File: src/rtl/ultrasonic_pkg.sv
// Shared definitions for the ultrasonic echo meter: state encoding,
// 50 MHz timing defaults and result constants.
package ultrasonic_pkg;

  typedef enum logic [2:0] {
    IDLE      = 3'd0,
    TRIG      = 3'd1,
    WAIT_RISE = 3'd2,
    MEASURE   = 3'd3,
    HOLDOFF   = 3'd4
  } state_t;

  // Timing defaults for a 50 MHz clk
  localparam int unsigned TRIG_CYCLES_DEF     = 500;        // 10 us
  localparam int unsigned RISE_TIMEOUT_DEF    = 100000;     // 2 ms
  localparam int unsigned MAX_ECHO_CYCLES_DEF = 1900000;    // 38 ms
  localparam int unsigned CYCLE_PERIOD_DEF    = 3000000;    // 60 ms

  // Result written when no valid echo was timed
  localparam logic [31:0] ECHO_NO_RESULT = 32'hFFFF_FFFF;

  // Round-trip echo cycles per centimetre at 50 MHz, used by the
  // downstream distance comparator
  localparam int unsigned CYCLES_PER_CM = 2900;

  // Saturating increment so no counter can ever wrap to zero
  function automatic logic [31:0] sat_inc(input logic [31:0] value);
    return (value == 32'hFFFF_FFFF) ? value : value + 32'd1;
  endfunction

endpackage

File: src/rtl/echo_sync.sv
// Two-flop synchronizer for the asynchronous echo pin, followed by a
// history flop that turns the synchronized level into rise/fall pulses.
module echo_sync (
  input  logic clk,
  input  logic rst_n,
  input  logic echo,
  output logic level,
  output logic rise,
  output logic fall
);

  logic echo_meta;
  logic echo_sync_q;
  logic echo_hist;

  // Synchronizer chain plus one cycle of history for edge detection
  always_ff @(posedge clk or negedge rst_n) begin
    if (!rst_n) begin
      echo_meta   <= 1'b0;
      echo_sync_q <= 1'b0;
      echo_hist   <= 1'b0;
    end else begin
      echo_meta   <= echo;
      echo_sync_q <= echo_meta;
      echo_hist   <= echo_sync_q;
    end
  end

  assign level = echo_sync_q;
  assign rise  = echo_sync_q & ~echo_hist;
  assign fall  = ~echo_sync_q & echo_hist;

endmodule

File: src/rtl/ultrasonic_echo_meter.sv
// HC-SR04 style ranging controller: fires the trigger pulse, times the
// echo width in clk cycles and publishes one result per ranging period.
//
// state     | meaning
// ----------|--------------------------------------------------------
// IDLE      | waiting for enable; period counter held at zero
// TRIG      | trigger pin high for TRIG_CYCLES
// WAIT_RISE | waiting for a synchronized echo rising edge
// MEASURE   | counting echo high cycles until fall or width limit
// HOLDOFF   | waiting for the ranging period to elapse
module ultrasonic_echo_meter
  import ultrasonic_pkg::*;
#(
  parameter int unsigned TRIG_CYCLES     = TRIG_CYCLES_DEF,
  parameter int unsigned RISE_TIMEOUT    = RISE_TIMEOUT_DEF,
  parameter int unsigned MAX_ECHO_CYCLES = MAX_ECHO_CYCLES_DEF,
  parameter int unsigned CYCLE_PERIOD    = CYCLE_PERIOD_DEF
) (
  input  logic        clk,
  input  logic        rst_n,
  input  logic        enable,
  input  logic        echo,
  output logic        trigger,
  output logic [31:0] echo_duration,
  output logic        valid,
  output logic        timeout,
  output logic        busy
);

  state_t      state;
  state_t      next_state;
  logic [31:0] period_cnt;
  logic [31:0] phase_tmr;
  logic [31:0] width_cnt;
  logic        echo_level;
  logic        echo_rise;
  logic        echo_fall;
  logic        result_load;
  logic        result_timeout;
  logic [31:0] result_value;
  logic        phase_done;
  logic        width_limit;

  echo_sync u_echo_sync (
    .clk   (clk),
    .rst_n (rst_n),
    .echo  (echo),
    .level (echo_level),
    .rise  (echo_rise),
    .fall  (echo_fall)
  );

  assign phase_done  = (phase_tmr == 32'd0);
  assign width_limit = (width_cnt >= MAX_ECHO_CYCLES);

  // State register
  always_ff @(posedge clk or negedge rst_n) begin
    if (!rst_n) begin
      state <= IDLE;
    end else begin
      state <= next_state;
    end
  end

  // Next-state logic; a rise takes priority over a coincident timeout,
  // and a fall over a coincident width limit, so a real echo always wins
  always_comb begin
    next_state = state;
    case (state)
      IDLE: begin
        if (enable) next_state = TRIG;
      end
      TRIG: begin
        if (phase_done) next_state = WAIT_RISE;
      end
      WAIT_RISE: begin
        if (echo_rise)       next_state = MEASURE;
        else if (phase_done) next_state = HOLDOFF;
      end
      MEASURE: begin
        if (echo_fall || width_limit) next_state = HOLDOFF;
      end
      HOLDOFF: begin
        if (period_cnt >= CYCLE_PERIOD - 1) next_state = IDLE;
      end
      default: next_state = IDLE;
    endcase
  end

  // Output decode: which cycle produces a result and what it is
  always_comb begin
    result_load    = 1'b0;
    result_timeout = 1'b0;
    result_value   = ECHO_NO_RESULT;
    busy           = (state != IDLE);
    case (state)
      WAIT_RISE: begin
        if (!echo_rise && phase_done) begin
          result_load    = 1'b1;
          result_timeout = 1'b1;
        end
      end
      MEASURE: begin
        if (echo_fall) begin
          result_load  = 1'b1;
          result_value = width_cnt;
        end else if (width_limit) begin
          result_load    = 1'b1;
          result_timeout = 1'b1;
        end
      end
      default: begin
        result_load = 1'b0;
      end
    endcase
  end

  // Period counter: zero while idle, so it reads 0 on the first TRIG cycle
  always_ff @(posedge clk or negedge rst_n) begin
    if (!rst_n) begin
      period_cnt <= 32'd0;
    end else if (state == IDLE) begin
      period_cnt <= 32'd0;
    end else begin
      period_cnt <= sat_inc(period_cnt);
    end
  end

  // Phase down-timer shared by the trigger pulse and the rise timeout
  always_ff @(posedge clk or negedge rst_n) begin
    if (!rst_n) begin
      phase_tmr <= 32'd0;
    end else if (state == IDLE && next_state == TRIG) begin
      phase_tmr <= TRIG_CYCLES - 1;
    end else if (state == TRIG && next_state == WAIT_RISE) begin
      phase_tmr <= RISE_TIMEOUT - 1;
    end else if (!phase_done) begin
      phase_tmr <= phase_tmr - 32'd1;
    end
  end

  // Echo width counter: cleared on the rise, counts high cycles in MEASURE
  always_ff @(posedge clk or negedge rst_n) begin
    if (!rst_n) begin
      width_cnt <= 32'd0;
    end else if (state == WAIT_RISE && echo_rise) begin
      width_cnt <= 32'd0;
    end else if (state == MEASURE && echo_level) begin
      width_cnt <= sat_inc(width_cnt);
    end
  end

  // Registered outputs; trigger follows next_state so it is glitch-free
  // and aligned exactly with the TRIG state
  always_ff @(posedge clk or negedge rst_n) begin
    if (!rst_n) begin
      trigger       <= 1'b0;
      valid         <= 1'b0;
      timeout       <= 1'b0;
      echo_duration <= 32'd0;
    end else begin
      trigger <= (next_state == TRIG);
      valid   <= result_load;
      timeout <= result_timeout;
      if (result_load) echo_duration <= result_value;
    end
  end

endmodule

File: config.mk
export PLATFORM = sky130hd
export DESIGN_NAME = ultrasonic_echo_meter
export DESIGN_NICKNAME = d
export VERILOG_FILES = /design/src/rtl/ultrasonic_pkg.sv /design/src/rtl/echo_sync.sv /design/src/rtl/ultrasonic_echo_meter.sv
export SDC_FILE = /design/constraint.sdc
export NUM_CORES = 1
export LEC_CHECK = 0
export ABC_AREA = 1
export CAP_MARGIN = 0
export CORE_UTILIZATION = 45
export DETAILED_ROUTE_END_ITERATION = 8
export PLACE_DENSITY_LB_ADDON = 0.3
export SYNTH_ARGS = -nofsm -noshare
export SYNTH_HDL_FRONTEND = slang
export SYNTH_SLANG_ARGS = --single-unit
File: constraint.sdc
create_clock -name clk -period 4.7 [get_ports clk]
set_input_delay 0.47 -clock clk [delete_from_list [all_inputs] [get_ports clk]]
set_output_delay 0.47 -clock clk [all_outputs]
set_load 0.05 [all_outputs]
==> results.txt <==
The die width is between 100 and 150 um. The global-route wire length before repair is between 30,000 and 40,000 um. The largest net degree at the start of global routing is 103. The static leakage is 4.444 nW.

The sequential cell area fraction in the yosys report is 0.4197. TritonCTS built the clock tree. The y dimension of the die is ~140 um.

Gates resized during post-CTS repair numbered 0. The maximum count of clock buffers along a single path came out at 2. The clock arrives with 10.04 ps of skew. The startpoint of the worst setup timing path is state[2]$_DFF_PN0_. The hold violation total from the final report is 0. The count of pins on the block boundary came out at 40. The number of nets still failing antenna checks after routing came out at 0. The die area is 0.01869 mm2. The signal on the critical path passes through inv_1 > nand2_1 > clkdlybuf4s50_1. The root buffer cell is clkbuf_16. Buffers inserted during clock tree synthesis total 17. The slack of the worst reg-to-reg path is 2190 ps.

Summed over all nets, wire length on met3 after detailed routing comes to 865 um. In this run the worst hold path is classified as primary input to async pin. The worst setup path endpoint is busy. Of the total power, the share spent switching nets is 0.2082. The register share of total power is 0.457. The average detailed-routed wire length per instance came out at 14.96 um. The count of cells along the worst register-to-register path is 9. The minimum period implied by the final worst setup slack came out at 2715 ps. The final-stage net count is about 1,200. The buffer count from post-CTS setup fixing is 0. For this run, the total global-route usage over all layers was measured as 0.2454.

The reported max-cap violation count is 0. The worst supply voltage drop on vdd is approximately 0.00027 V. The number of filler cells placed in the layout is 1,712. The initial antenna violation count came out at 0.

The total core area came out at 0.01754 mm2. In this run the mean area of a mapped cell was 7.017 um2. 0 antenna diodes ended up in the layout.

The data arrival time at the worst-slack endpoint came out at 2240 ps. At the later pin of the worst-skew pair, clock insertion delay measures between 400 and 500 ps. The relative slew slack is 0.3754.

In this run, the number of DRC markers left after iteration 0 of detailed routing was approximately 650. Power comes to about 0.0026 W. The total count of max-transition violations in the final report came out at 0.

The combinational share of power came out at 0.013. The length of routed wiring on met1 came out at 9860 um. The HPWL after detailed placement is 15,480 um. The number of nets handed over by synthesis was 1,172. The power density relative to cell area is 278.1 mW/mm2. The routability-driven placement congestion ratio came out at roughly 0.99.

Yosys printed 0 warnings. In this run the power spent charging and discharging nets is around 0.00054 W. The total routed wirelength is 21,460 um. The post-layout instance count excluding filler cells came out at 1,435.

At the pin with the least slew margin, the transition time is 936.9 ps. The count of hold buffers inserted by post-cts repair is 0. The worst setup path is of the flip-flop to output pin kind. After detailed routing, the met2 layer carries around 10,000 um of wire. Summed over all failing endpoints, the final setup total negative slack is 0 ps. The pre-antenna-repair detailed-routing pass consisted of 5 iterations. The cell row count is between 40 and 50. The CTS clock-pin slew for the worst setup and hold paths is about 60 ps. The slowest stage of the critical path is the clkdlybuf4s50_1 cell. The category of the worst setup path capture point is an output pin. The overflow left after global routing is 0.

The data required time of the worst path came out at 4230 ps. The flow ran to the end, and the final reports show no timing, DRC or antenna violations. The maximum single-stage delay on the critical path came out at 910 ps. The synthesized flop and latch total is 137.

The maximum clock frequency is 0.3684 GHz. The layout-stage area growth over the synthesis result came out at 13.82%. The via count came out at roughly 7,600.

The portion of total power attributed to the clock network is 0.530. The synthesized netlist cell count is 1,164. The number of H-tree levels came out at 4. The post-placement cell count came out at 1,403. Along the worst path, the maximum fanout reaches 14.

The initial core utilization came out at 0.4658. The number of port buffers came out at 39. The netlist uses 38 different library cells. In this run the top signal layer used is met4. Using the TritonRoute via totals, the vias-per-cell ratio works out to 5.262.

The ratio of final minimum period to clock period came out at 0.5776. The synthesized netlist occupies a cell area of 0.008168 mm2. The terminus of the critical flop-to-flop path is period_cnt[1]$_DFFE_PN0P_. The via count of the first global-routing pass came out at just over 7,000. After detailed routing, the number of remaining DRC violations is 0.

The share of post-route cells with drive strength above 1 came out at 0.07190. The final number of setup-violating endpoints came out at 0. The launching point of the worst reg2reg path is period_cnt[1]$_DFFE_PN0P_.

The worst setup path is launched from a flip-flop. Setup repair after global routing left no endpoint under its margin. The internal power of the cells is 0.002047 W. The clock sink total is ~140.
## cells by family after synthesis
logic type / Yosys count / synth area share
and+or+nand+nor: 790 / 0.4211
buffers and inverters: 140 / 0.07338
DFF: 137 / 0.4197
AOI/OAI and AO/OA: 60 / 0.04427
xor gates and xnor gates: 33 / 0.03539
adders and majority gates: 4 / 0.006128
## how the worst min path moves through the flow
stage                                               start                            to  slack (ps)  cells past startpoint
after detailed placement  u_echo_sync.echo_meta$_DFF_PN0_   u_echo_sync.level$_DFF_PN0_         400                      0
after global placement    u_echo_sync.echo_meta$_DFF_PN0_   u_echo_sync.level$_DFF_PN0_         390                      0
after floorplan                                     rst_n  echo_duration[0]$_DFFE_PN0P_         170                      0
after global routing                                rst_n     phase_tmr[14]$_DFFE_PN0P_         220                      1
final                                               rst_n     phase_tmr[12]$_DFFE_PN0P_         140                      1
after CTS                                           rst_n     phase_tmr[12]$_DFFE_PN0P_         190                      1
## worst max-delay path, delay by kind of cell (launching register included)
family	cells	cell delay [ps]
buf+inv	2	980
flops	1	420
simple gates	1	420
## state kept, by name (all words and copies together), names as in the netlist, 3 cells and up
signal and count:
state 3, period_cnt 32, echo_duration 32, width_cnt 32, phase_tmr 32
## routing by layer
layer / vias up / global-route usage
met5: - / 0
met4: 0 / 0.07160
met3: 29 / 0.04778
met2: 176 / 0.4089
met1: 3550 / 0.3222
li1: 3796 / -
## final cells by class
cell class	count	area (um2)	share of cell area
tap	225	281.5	0.03028
clock buffer	25	475.5	0.05114
multi-input combinational	887	4143	0.4456
clock inverter	7	116.4	0.01252
timing repair buffer	46	444.2	0.04778
sequential	137	3428	0.3688
inverter	108	407.9	0.04388
## cells in the mapped netlist (all sizes together)
| library cell | n | area, um2 |
|---|---|---|
| nand2 | 355 | 1365 |
| nor2 | 180 | 718.2 |
| nand3 | 176 | 895.9 |
| dfrtp | 137 | 3428 |
| inv | 107 | 404.1 |
| nor3 | 45 | 230.2 |
| o21ai | 43 | 245.2 |
| buf | 26 | 168.9 |
| xor2 | 24 | 210.2 |
| nand4 | 15 | 93.84 |
| or2 | 12 | 75.07 |
| xnor2 | 9 | 78.83 |
| clkbuf | 6 | 22.52 |
| a21oi | 5 | 25.02 |
| o31ai | 5 | 37.54 |
| a21o | 4 | 30.03 |
| ha | 4 | 50.05 |
| nand3b | 4 | 42.54 |
| nor4 | 2 | 12.51 |
| a31o | 1 | 8.760 |
| a31oi | 1 | 6.260 |
| clkinv | 1 | 3.750 |
| nand2b | 1 | 6.260 |
| o311ai | 1 | 8.760 |
## power by group through the flow
| stage | combinational, W | clock, W | sequential, W |
|---|---|---|---|
| floorplan | 0.00000520 | 0 | 0.00120 |
| global placement | 0.0000347 | 0 | 0.00120 |
| detailed placement | 0.0000350 | 0 | 0.00120 |
| CTS | 0.0000350 | 0.00139 | 0.00118 |
| global route | 0.0000393 | 0.00144 | 0.00118 |
| finish | 0.0000329 | 0.00137 | 0.00118 |
## layout by cell type, fill, tap and decap left out, types with 3 or more instances in the layout
cell,Yosys,routed
xnor2_1,9,9
ha_1,4,4
xor2_1,24,24
nand2_2,4,4
nand3_1,173,173
clkbuf_16,0,17
nor2_1,171,170
o21ai_0,18,18
a21o_1,4,4
nand3b_1,3,3
nand4_1,15,15
buf_4,4,7
inv_1,97,97
clkdlybuf4s50_1,0,38
o21ai_2,8,8
a21oi_1,5,5
nor2_4,4,4
nor2_2,5,6
nand2_1,348,348
o31ai_1,5,5
bufinv_16,0,3
or2_2,12,12
nand3_2,3,3
o21ai_1,17,17
inv_2,9,9
nand2_4,3,3
clkbuf_1,6,6
nor3_1,44,44
dfrtp_1,137,137
## through the flow
step                instance area [um2]  hold slack, ps  setup WS (ps)    util
floorplan                          8168           174.4           2876       -
global placement                   8705           390.1           2287  0.4964
detailed placement                 8705           397.5           2177  0.4964
CTS                                9296           189.0           1977  0.5301
global route                       9296           223.1           1890  0.5301
finish                             9296           143.3           1985  0.5301
Note: power is estimated with default switching activity, not from simulation.
